==> src/rtl/pipeline_hazard_ctrl.sv <==
// Pipeline register sequencing for the 5-stage core: load-use stalls, branch flushes, memory waits and hung-access halt.
// Optional macro FORWARDING_EN: when defined, only load-use in EX stalls; otherwise EX and MEM producers stall ID.
module pipeline_hazard_ctrl #(
    parameter int MEM_TIMEOUT = 16,
    parameter int CNT_W       = 32
) (
    input  logic             clk,
    input  logic             reset,
    input  logic [4:0]       id_rs1,
    input  logic [4:0]       id_rs2,
    input  logic             id_use_rs1,
    input  logic             id_use_rs2,
    input  logic [4:0]       ex_rd,
    input  logic             ex_regwrite,
    input  logic             ex_memread,
    input  logic [4:0]       mem_rd,
    input  logic             mem_regwrite,
    input  logic             branch_taken,
    input  logic             mem_req,
    input  logic             mem_ready,
    output logic             pc_en,
    output logic             ifid_en,
    output logic             ifid_clr,
    output logic             idex_en,
    output logic             idex_clr,
    output logic             exmem_en,
    output logic             exmem_clr,
    output logic             memwb_en,
    output logic             memwb_clr,
    output logic             mem_err,
    output logic [CNT_W-1:0] stall_cycles
);

    localparam int WC_W = (MEM_TIMEOUT > 2) ? $clog2(MEM_TIMEOUT) : 1;
    localparam logic [WC_W-1:0] WAIT_LAST = WC_W'(MEM_TIMEOUT - 1);

    typedef enum logic [1:0] {
        ST_RUN      = 2'd0,
        ST_MEM_WAIT = 2'd1,
        ST_ERROR    = 2'd2
    } state_t;

    state_t            state_reg;
    logic [WC_W-1:0]   wait_cnt_reg;
    logic              mem_err_reg;
    logic [CNT_W-1:0]  stall_cycles_reg;

    logic mem_stall;
    logic match_ex;
    logic match_mem;
    logic hz;

    assign mem_stall = mem_req & ~mem_ready;
    assign match_ex  = (id_use_rs1 & (id_rs1 == ex_rd))  | (id_use_rs2 & (id_rs2 == ex_rd));
    assign match_mem = (id_use_rs1 & (id_rs1 == mem_rd)) | (id_use_rs2 & (id_rs2 == mem_rd));

`ifdef FORWARDING_EN
    // Forwarding covers everything except a load result needed in the very next cycle.
    assign hz = ex_memread & ex_regwrite & (ex_rd != 5'd0) & match_ex;
`else
    // No bypass paths: any in-flight writer ahead of WB blocks the reader; WB writes before ID reads.
    assign hz = (ex_regwrite & (ex_rd != 5'd0) & match_ex)
              | (mem_regwrite & (mem_rd != 5'd0) & match_mem);
    logic unused_memread;
    assign unused_memread = ex_memread;
`endif

    always_comb begin
        pc_en     = 1'b0;
        ifid_en   = 1'b0;
        ifid_clr  = 1'b0;
        idex_en   = 1'b0;
        idex_clr  = 1'b0;
        exmem_en  = 1'b0;
        exmem_clr = 1'b0;
        memwb_en  = 1'b0;
        memwb_clr = 1'b0;
        if (reset && (state_reg != ST_ERROR)) begin
            if (mem_stall) begin
                // Everything upstream of MEM holds; WB receives a bubble.
                memwb_en  = 1'b1;
                memwb_clr = 1'b1;
            end else if (branch_taken) begin
                pc_en    = 1'b1;
                ifid_en  = 1'b1;
                ifid_clr = 1'b1;
                idex_en  = 1'b1;
                idex_clr = 1'b1;
                exmem_en = 1'b1;
                memwb_en = 1'b1;
            end else if (hz) begin
                idex_en  = 1'b1;
                idex_clr = 1'b1;
                exmem_en = 1'b1;
                memwb_en = 1'b1;
            end else begin
                pc_en    = 1'b1;
                ifid_en  = 1'b1;
                idex_en  = 1'b1;
                exmem_en = 1'b1;
                memwb_en = 1'b1;
            end
        end
    end

    always_ff @(posedge clk) begin
        if (!reset) begin
            state_reg        <= ST_RUN;
            wait_cnt_reg     <= '0;
            mem_err_reg      <= 1'b0;
            stall_cycles_reg <= '0;
        end else begin
            if (!pc_en && (stall_cycles_reg != '1))
                stall_cycles_reg <= stall_cycles_reg + CNT_W'(1);
            case (state_reg)
                ST_RUN, ST_MEM_WAIT: begin
                    if (mem_stall) begin
                        if (wait_cnt_reg == WAIT_LAST) begin
                            state_reg   <= ST_ERROR;
                            mem_err_reg <= 1'b1;
                        end else begin
                            state_reg    <= ST_MEM_WAIT;
                            wait_cnt_reg <= wait_cnt_reg + WC_W'(1);
                        end
                    end else begin
                        state_reg    <= ST_RUN;
                        wait_cnt_reg <= '0;
                    end
                end
                // Halted (or illegal encoding): stay stopped until reset.
                default: begin
                    state_reg   <= ST_ERROR;
                    mem_err_reg <= 1'b1;
                end
            endcase
        end
    end

    assign mem_err      = mem_err_reg;
    assign stall_cycles = stall_cycles_reg;

endmodule
==> config.mk <==
export PLATFORM = sky130hd
export DESIGN_NAME = pipeline_hazard_ctrl
export DESIGN_NICKNAME = d
export VERILOG_FILES = /design/src/rtl/pipeline_hazard_ctrl.sv
export SDC_FILE = /design/constraint.sdc
export NUM_CORES = 1
export LEC_CHECK = 0
export BUFFER_PORTS_ARGS = -buffer_cell sky130_fd_sc_hd__buf_2
export CORE_UTILIZATION = 50
export CTS_BUF_LIST = sky130_fd_sc_hd__clkbuf_8
export DETAILED_ROUTE_END_ITERATION = 8
export GPL_TIMING_DRIVEN = 0
export PLACE_DENSITY = 0.78
export RECOVER_POWER = 50
export SKIP_CTS_REPAIR_TIMING = 1
export SYNTH_ARGS = -nofsm -noshare
export SYNTH_HDL_FRONTEND = slang
export SYNTH_SLANG_ARGS = --single-unit
==> constraint.sdc <==
create_clock -name clk -period 2.2 [get_ports clk]
set_clock_uncertainty 0.2 [all_clocks]
set_input_delay 0.22 -clock clk [delete_from_list [all_inputs] [get_ports clk]]
set_output_delay 0.22 -clock clk [all_outputs]
set_load 0.005 [all_outputs]
; ---- Yosys cells after proc, flatten, opt, wreduce, memory -nomap -nowiden
; Cells that the tools add are included.
[word_totals]
regBits = 39
inputBits = 30
word_cells = 65
output_inout_bits = 42
[classes]
muxes = 24
n_reduce_logical = 10
n_eq_ne = 11
addsub = 2
bitwise_logic = 13
[op_table]
columns = cell, count
row1 = $add A32 B1 Y32 const B, 1
row2 = $ne A32 B32 Y1 const B, 1
row3 = $eq A5 B5 Y1, 4
row4 = $mux W1, 19
row5 = $reduce_bool A5 Y1, 2
row6 = $and A1 B1 Y1, 9
row7 = $mux W4, 2
row8 = $ne A2 B2 Y1 const B, 4
row9 = $mux W2, 3
row10 = $add A4 B1 Y4 const B, 1
row11 = $eq A4 B4 Y1 const B, 1
row12 = $reduce_and A2 Y1, 2
row13 = $or A1 B1 Y1, 3
row14 = $reduce_and A3 Y1, 1
row15 = $eq A2 B1 Y1 const B, 1
row16 = $logic_and A1 B1 Y1, 2
row17 = $logic_not A2 Y1, 1
row18 = $reduce_or A2 Y1, 1
row19 = $logic_not A1 Y1, 1
row20 = $not A1 Y1, 1

; ---- Longest topological paths before layout
[depth]
ltp_word = 11
ltp_mapped = 8
ltp_nobuf = 8

; ---- Least setup slack after synthesis
; OpenSTA, ideal clock, no wires.
[synth_timing]
path_kind = register to register
startpoint = register stall_cycles_reg[2], in the netlist stall_cycles[2]
endpoint = register stall_cycles_reg[3], in the netlist stall_cycles[3]
required_time_ps = 1928
setup_ps = 72
setup_slack_ps = 99
period_less_slack_ps = 2101
path_buffers = 1
stages_incl_launch_ff = 9
arrival_time_ps = 1830
cell_sequence = dfxtp_1 nand4_4 nor4_4 nand3_2 nor2_4 a21oi_2 buf_2 nand3_1 mux2i_1
[synth_via]
elab_chain_len = 2
elab_cells_between_ends = 3
cone_classes = add/sub: 1 / eq/ne: 1 / reduce/logical: 1
[synth_rtl]
columns = element, line
row1 = "start, declared", 46  ; logic [CNT_W-1:0] stall_cycles_reg;
row2 = "start signal, assigned", 114  ; stall_cycles_reg <= stall_cycles_reg + CNT_W'(1);
row3 = branches (longest 2 deep; another with $add A32 B1 Y32), n/a
; Several ways; the timed one is not identified.
; A chain may end at the register's enable or synchronous reset.

; ---- Worst setup path in the final report
[layout_timing]
startpoint = input ex_rd[4]
endpoint = output pc_en
[layout_via]
elab_chain_len = 9
elab_cells_between_ends = 13
cone_classes = eq/ne: 2 / mux: 4 / bitwise: 6 / reduce/logical: 1
[layout_rtl]
columns = element, line
row1 = "start, declared", 13  ; input logic [4:0] ex_rd,
row2 = $eq A5 B5 Y1, 54  ; assign match_ex = (id_use_rs1 & (id_rs1 == ex_rd)) | (id_use_rs2 & (id_rs2 == ex_rd));
row3 = $and A1 B1 Y1, 54
row4 = $or A1 B1 Y1, 54
row5 = $and A1 B1 Y1 (*), 62  ; assign hz = (ex_regwrite & (ex_rd != 5'd0) & match_ex)
row6 = $or A1 B1 Y1 (*), 63  ; | (mem_regwrite & (mem_rd != 5'd0) & match_mem);
row7 = $mux W1 (*), 91  ; end else if (hz) begin
row8 = $mux W1 (*), 83  ; end else if (branch_taken) begin
row9 = $mux W1 (*), 79  ; if (mem_stall) begin
row10 = $mux W1 (*), 78  ; if (reset && (state_reg != ST_ERROR)) begin
row11 = "end, declared", 21  ; output logic pc_en,
; Every way passes the cells marked *; elsewhere a longest branch is shown, timed or not.

==> results by group <==
Run status
  • Status: complete, but fails checks
  • Failing checks: DRC, setup timing

Floorplan
  • Core Box Area: ~4500 sq um
  • Die W: around 70 um
  • Die ar.: between 5000 and 6000 sq um
  • Ports: 72
  • Row count: 24
  • Initial core utilization: approximately 54%
  • Die Ht: 71.4 um

Layout
  • Max reg flops: 32
  • Antenna diode count: 0
  • Share of cells above drive strength 1: between 30% and 40%
  • Nets@finish: ~420
  • Commonest non-fill, non-tap cell in the layout: buf_2
  • Final core utilization: between 70% and 80%
  • Area Growth Syn to Fin: 37.9%
  • Final instance area: about 3300 sq um
  • Most frequent cells in the layout: buf_2 (63), nand2_1 (35), dfxtp_1 (29), buf_4 (23), nand4_1 (23)

Synthesis
  • Post-synthesis adder-cell area fraction: 1.04%
  • Ys flop type: dfxtp_1
  • Register area share after synthesis: 32.4%
  • Mapped Cells: 293
  • Syn Area/Cell: between 8 and 9 sq um
  • Dominant cell type by area after synthesis: dfxtp_1
  • Post-Synth Simple-Gate Area: a little over a third
  • Synthesized area: roughly 2400 sq um
  • Multiplexer share of the synthesized area: ~6.3%
  • Yosys reg bits: 39
  • Syn. warnings: 0
  • Ranking of synthesized cells by area: dfxtp_1 (32%), xnor2_1 (7.6%), nand4_1 (6.0%)
  • FFs w/ async S/R, synth: 0%
  • Post-synthesis compound-gate area fraction: between 10% and 20%
  • Synth cell types: 45
  • Xor/xnor share of the synthesized area: about 7.6%
  • Largest family of logic cells by synthesized area: simple AND/OR/NAND/NOR gates
  • Syn nets: around 330
  • Post-synth EDFFs: 0
  • Post-synth top area share: about a third

CTS
  • Clk sinks: 39
  • Worst skew pair latency: roughly 0.30 ns
  • TritonCTS clock tree: done
  • Clock-pin slew on the worst setup and hold paths: ~0.070 ns
  • Htree depth: 2
  • Max Buffers Root-to-Sink: 2
  • Total CTS buffers: 5
  • Clk root buf: clkbuf_8

Route
  • DR top layer: met4
  • Vias/cell: between 5 and 6
  • Via count: between 2000 and 3000
  • ANT nets after route: 0
  • Drt drc: 2
  • Drt first pass iters: 7
  • Metal3 WL: around 450 um
  • Drt total wl: 6.78 mm
  • Wirelength per Cell: around 15 um
  • Initial drt markers: between 200 and 250
  • Met2 WL post-DR: 3.28 mm
  • Post-route met1 wirelength: ~3 mm

Timing
  • Minimum hold slack: approximately 0.036 ns
  • Slew @ Worst Pin: ~0.63 ns
  • Endpoints failing hold: 0
  • Rel. slew slack: 58.1%
  • Period utilization: 103%
  • Pins Over Slew Limit: 0
  • TNS Setup: -0.183 ns
  • RSZ-0062 raised after global routing: true
  • Peak Freq: approximately 440 MHz
  • Period minus WS final: ~2.3 ns
  • Post-route setup slack: -0.0754 ns
  • Count of final setup violators: 5

Setup path
  • CP endpoint kind: output pin
  • Critical path class: in -> out
  • Critical Path Start Type: primary input
  • Slowest CP cell: or4_4
  • Crit path max-delay family: simple AND/OR/NAND/NOR gates
  • Crit-path cells: buf_8 -> or4_4 -> o21ai_2 -> nor2_1 -> a22oi_2 -> and2_4 -> buf_8 -> buf_6 -> buf_6
  • CP peak stage delay: around 0.53 ns
  • Arr. time, crit path: between 1.5 and 2 ns
  • Crit Path Max Fanout: 7
  • Worst EP required: ~1.8 ns
  • Buf/Inv on CP: 4

Power
  • Combinational share of power: 15.6%
  • Sw Share: between 20% and 30%
  • Sequential share of power: between 40% and 50%
  • Clock share of power: between 30 and 40%
  • P per Cell Area: ~480 nW/um^2
  • Power Internal: 1.19 mW
  • Leak pwr: around 1.4 nW
  • Maximum VDD drop: approximately 0.43 mV
  • Switching pwr: a little under 400 uW

Flow run
  • # Max-Cap Violations: 0

GRT
  • GRT overflow: 0
  • Vias in the first global route: 2262
  • Initial antenna violation count: 0
  • Tot GR Track Use: 24.1%
  • First-pass GRT wire length: between 10 and 15 mm
  • Largest net degree at the start of global routing: 13

Placement
  • Routability cong.: between 0.8 and 0.9
  • Hpwl dp: approximately 4.4 mm
  • Dpl cell area: around 2800 sq um
  • PortBufs: approximately 70

Worst hold path
  • Hold crit path type: in -> reg
## routing by layer
layer  GRT usage, %  vias to the layer above
li1               -                     1258
met1           32.1                     1233
met2           39.2                      112
met3           4.64                       11
met4           8.44                        0
met5              0                        -
## power groups by stage
| stage | clock network [mW] | logic [mW] | registers, mW |
|---|---|---|---|
| 2_1_floorplan | 0 | 0.118 | 0.736 |
| 3_3_place_gp | 0 | 0.196 | 0.737 |
| 3_5_place_dp | 0 | 0.200 | 0.737 |
| 4_1_cts | 0.636 | 0.201 | 0.720 |
| 5_1_grt | 0.666 | 0.268 | 0.711 |
| 6_report | 0.629 | 0.248 | 0.710 |
## cells by family (layout without fill, tap and decap cells)
group,after synthesis,after routing
other,1,1
and+or+nand+nor,142,142
AOI/OAI and AO/OA,48,48
DFF,39,39
muxes,15,15
adders and majority gates,2,2
buffers and inverters,25,122
xor gates and xnor gates,21,21
## stage by stage
step                      power (mW)  cells  setup slack (ns)
after floorplan                0.854    293            0.0988
after global placement         0.933    414            -0.225
after detailed placement       0.937    414            -0.342
after CTS                       1.56    422            -0.460
after global routing            1.64    442            -0.150
final                           1.59    442           -0.0754
## worst paths after layout
kind / startpoint / endpoint / slack [ns] / cells past startpoint
max: ex_rd[4] / pc_en / -0.08 / 9
min: reset / state_reg[1] / 0.04 / 3
min reg2reg: mem_err / mem_err / 0.25 / 2
max reg2reg: stall_cycles[12] / stall_cycles[22] / -0.04 / 9
## synth_stat cells (all sizes together) (9+ instances only)
library cell	instances
and3	9
nand2	35
o21ai	15
mux2i	14
xnor2	21
dfxtp	39
nand4	24
nand2b	16
a21oi	18
nand3	13
## tightest hold or removal path, delay by kind of cell
kind	cells	cell delay, ns
simple gates	1	0.07
buf+inv	2	0.20
## final cells by class
| class | count | area, sq um |
|---|---|---|
| Buffer | 16 | 114 |
| Clock buffer | 6 | 82.6 |
| Clock inverter | 2 | 35.0 |
| Fill cell | 343 | 1160 |
| Inverter | 9 | 33.8 |
| Multi-Input combinational cell | 229 | 1660 |
| Sequential cell | 39 | 813 |
| Tap cell | 52 | 65.1 |
| Timing Repair Buffer | 89 | 518 |
(Power assumes the default switching activity.)
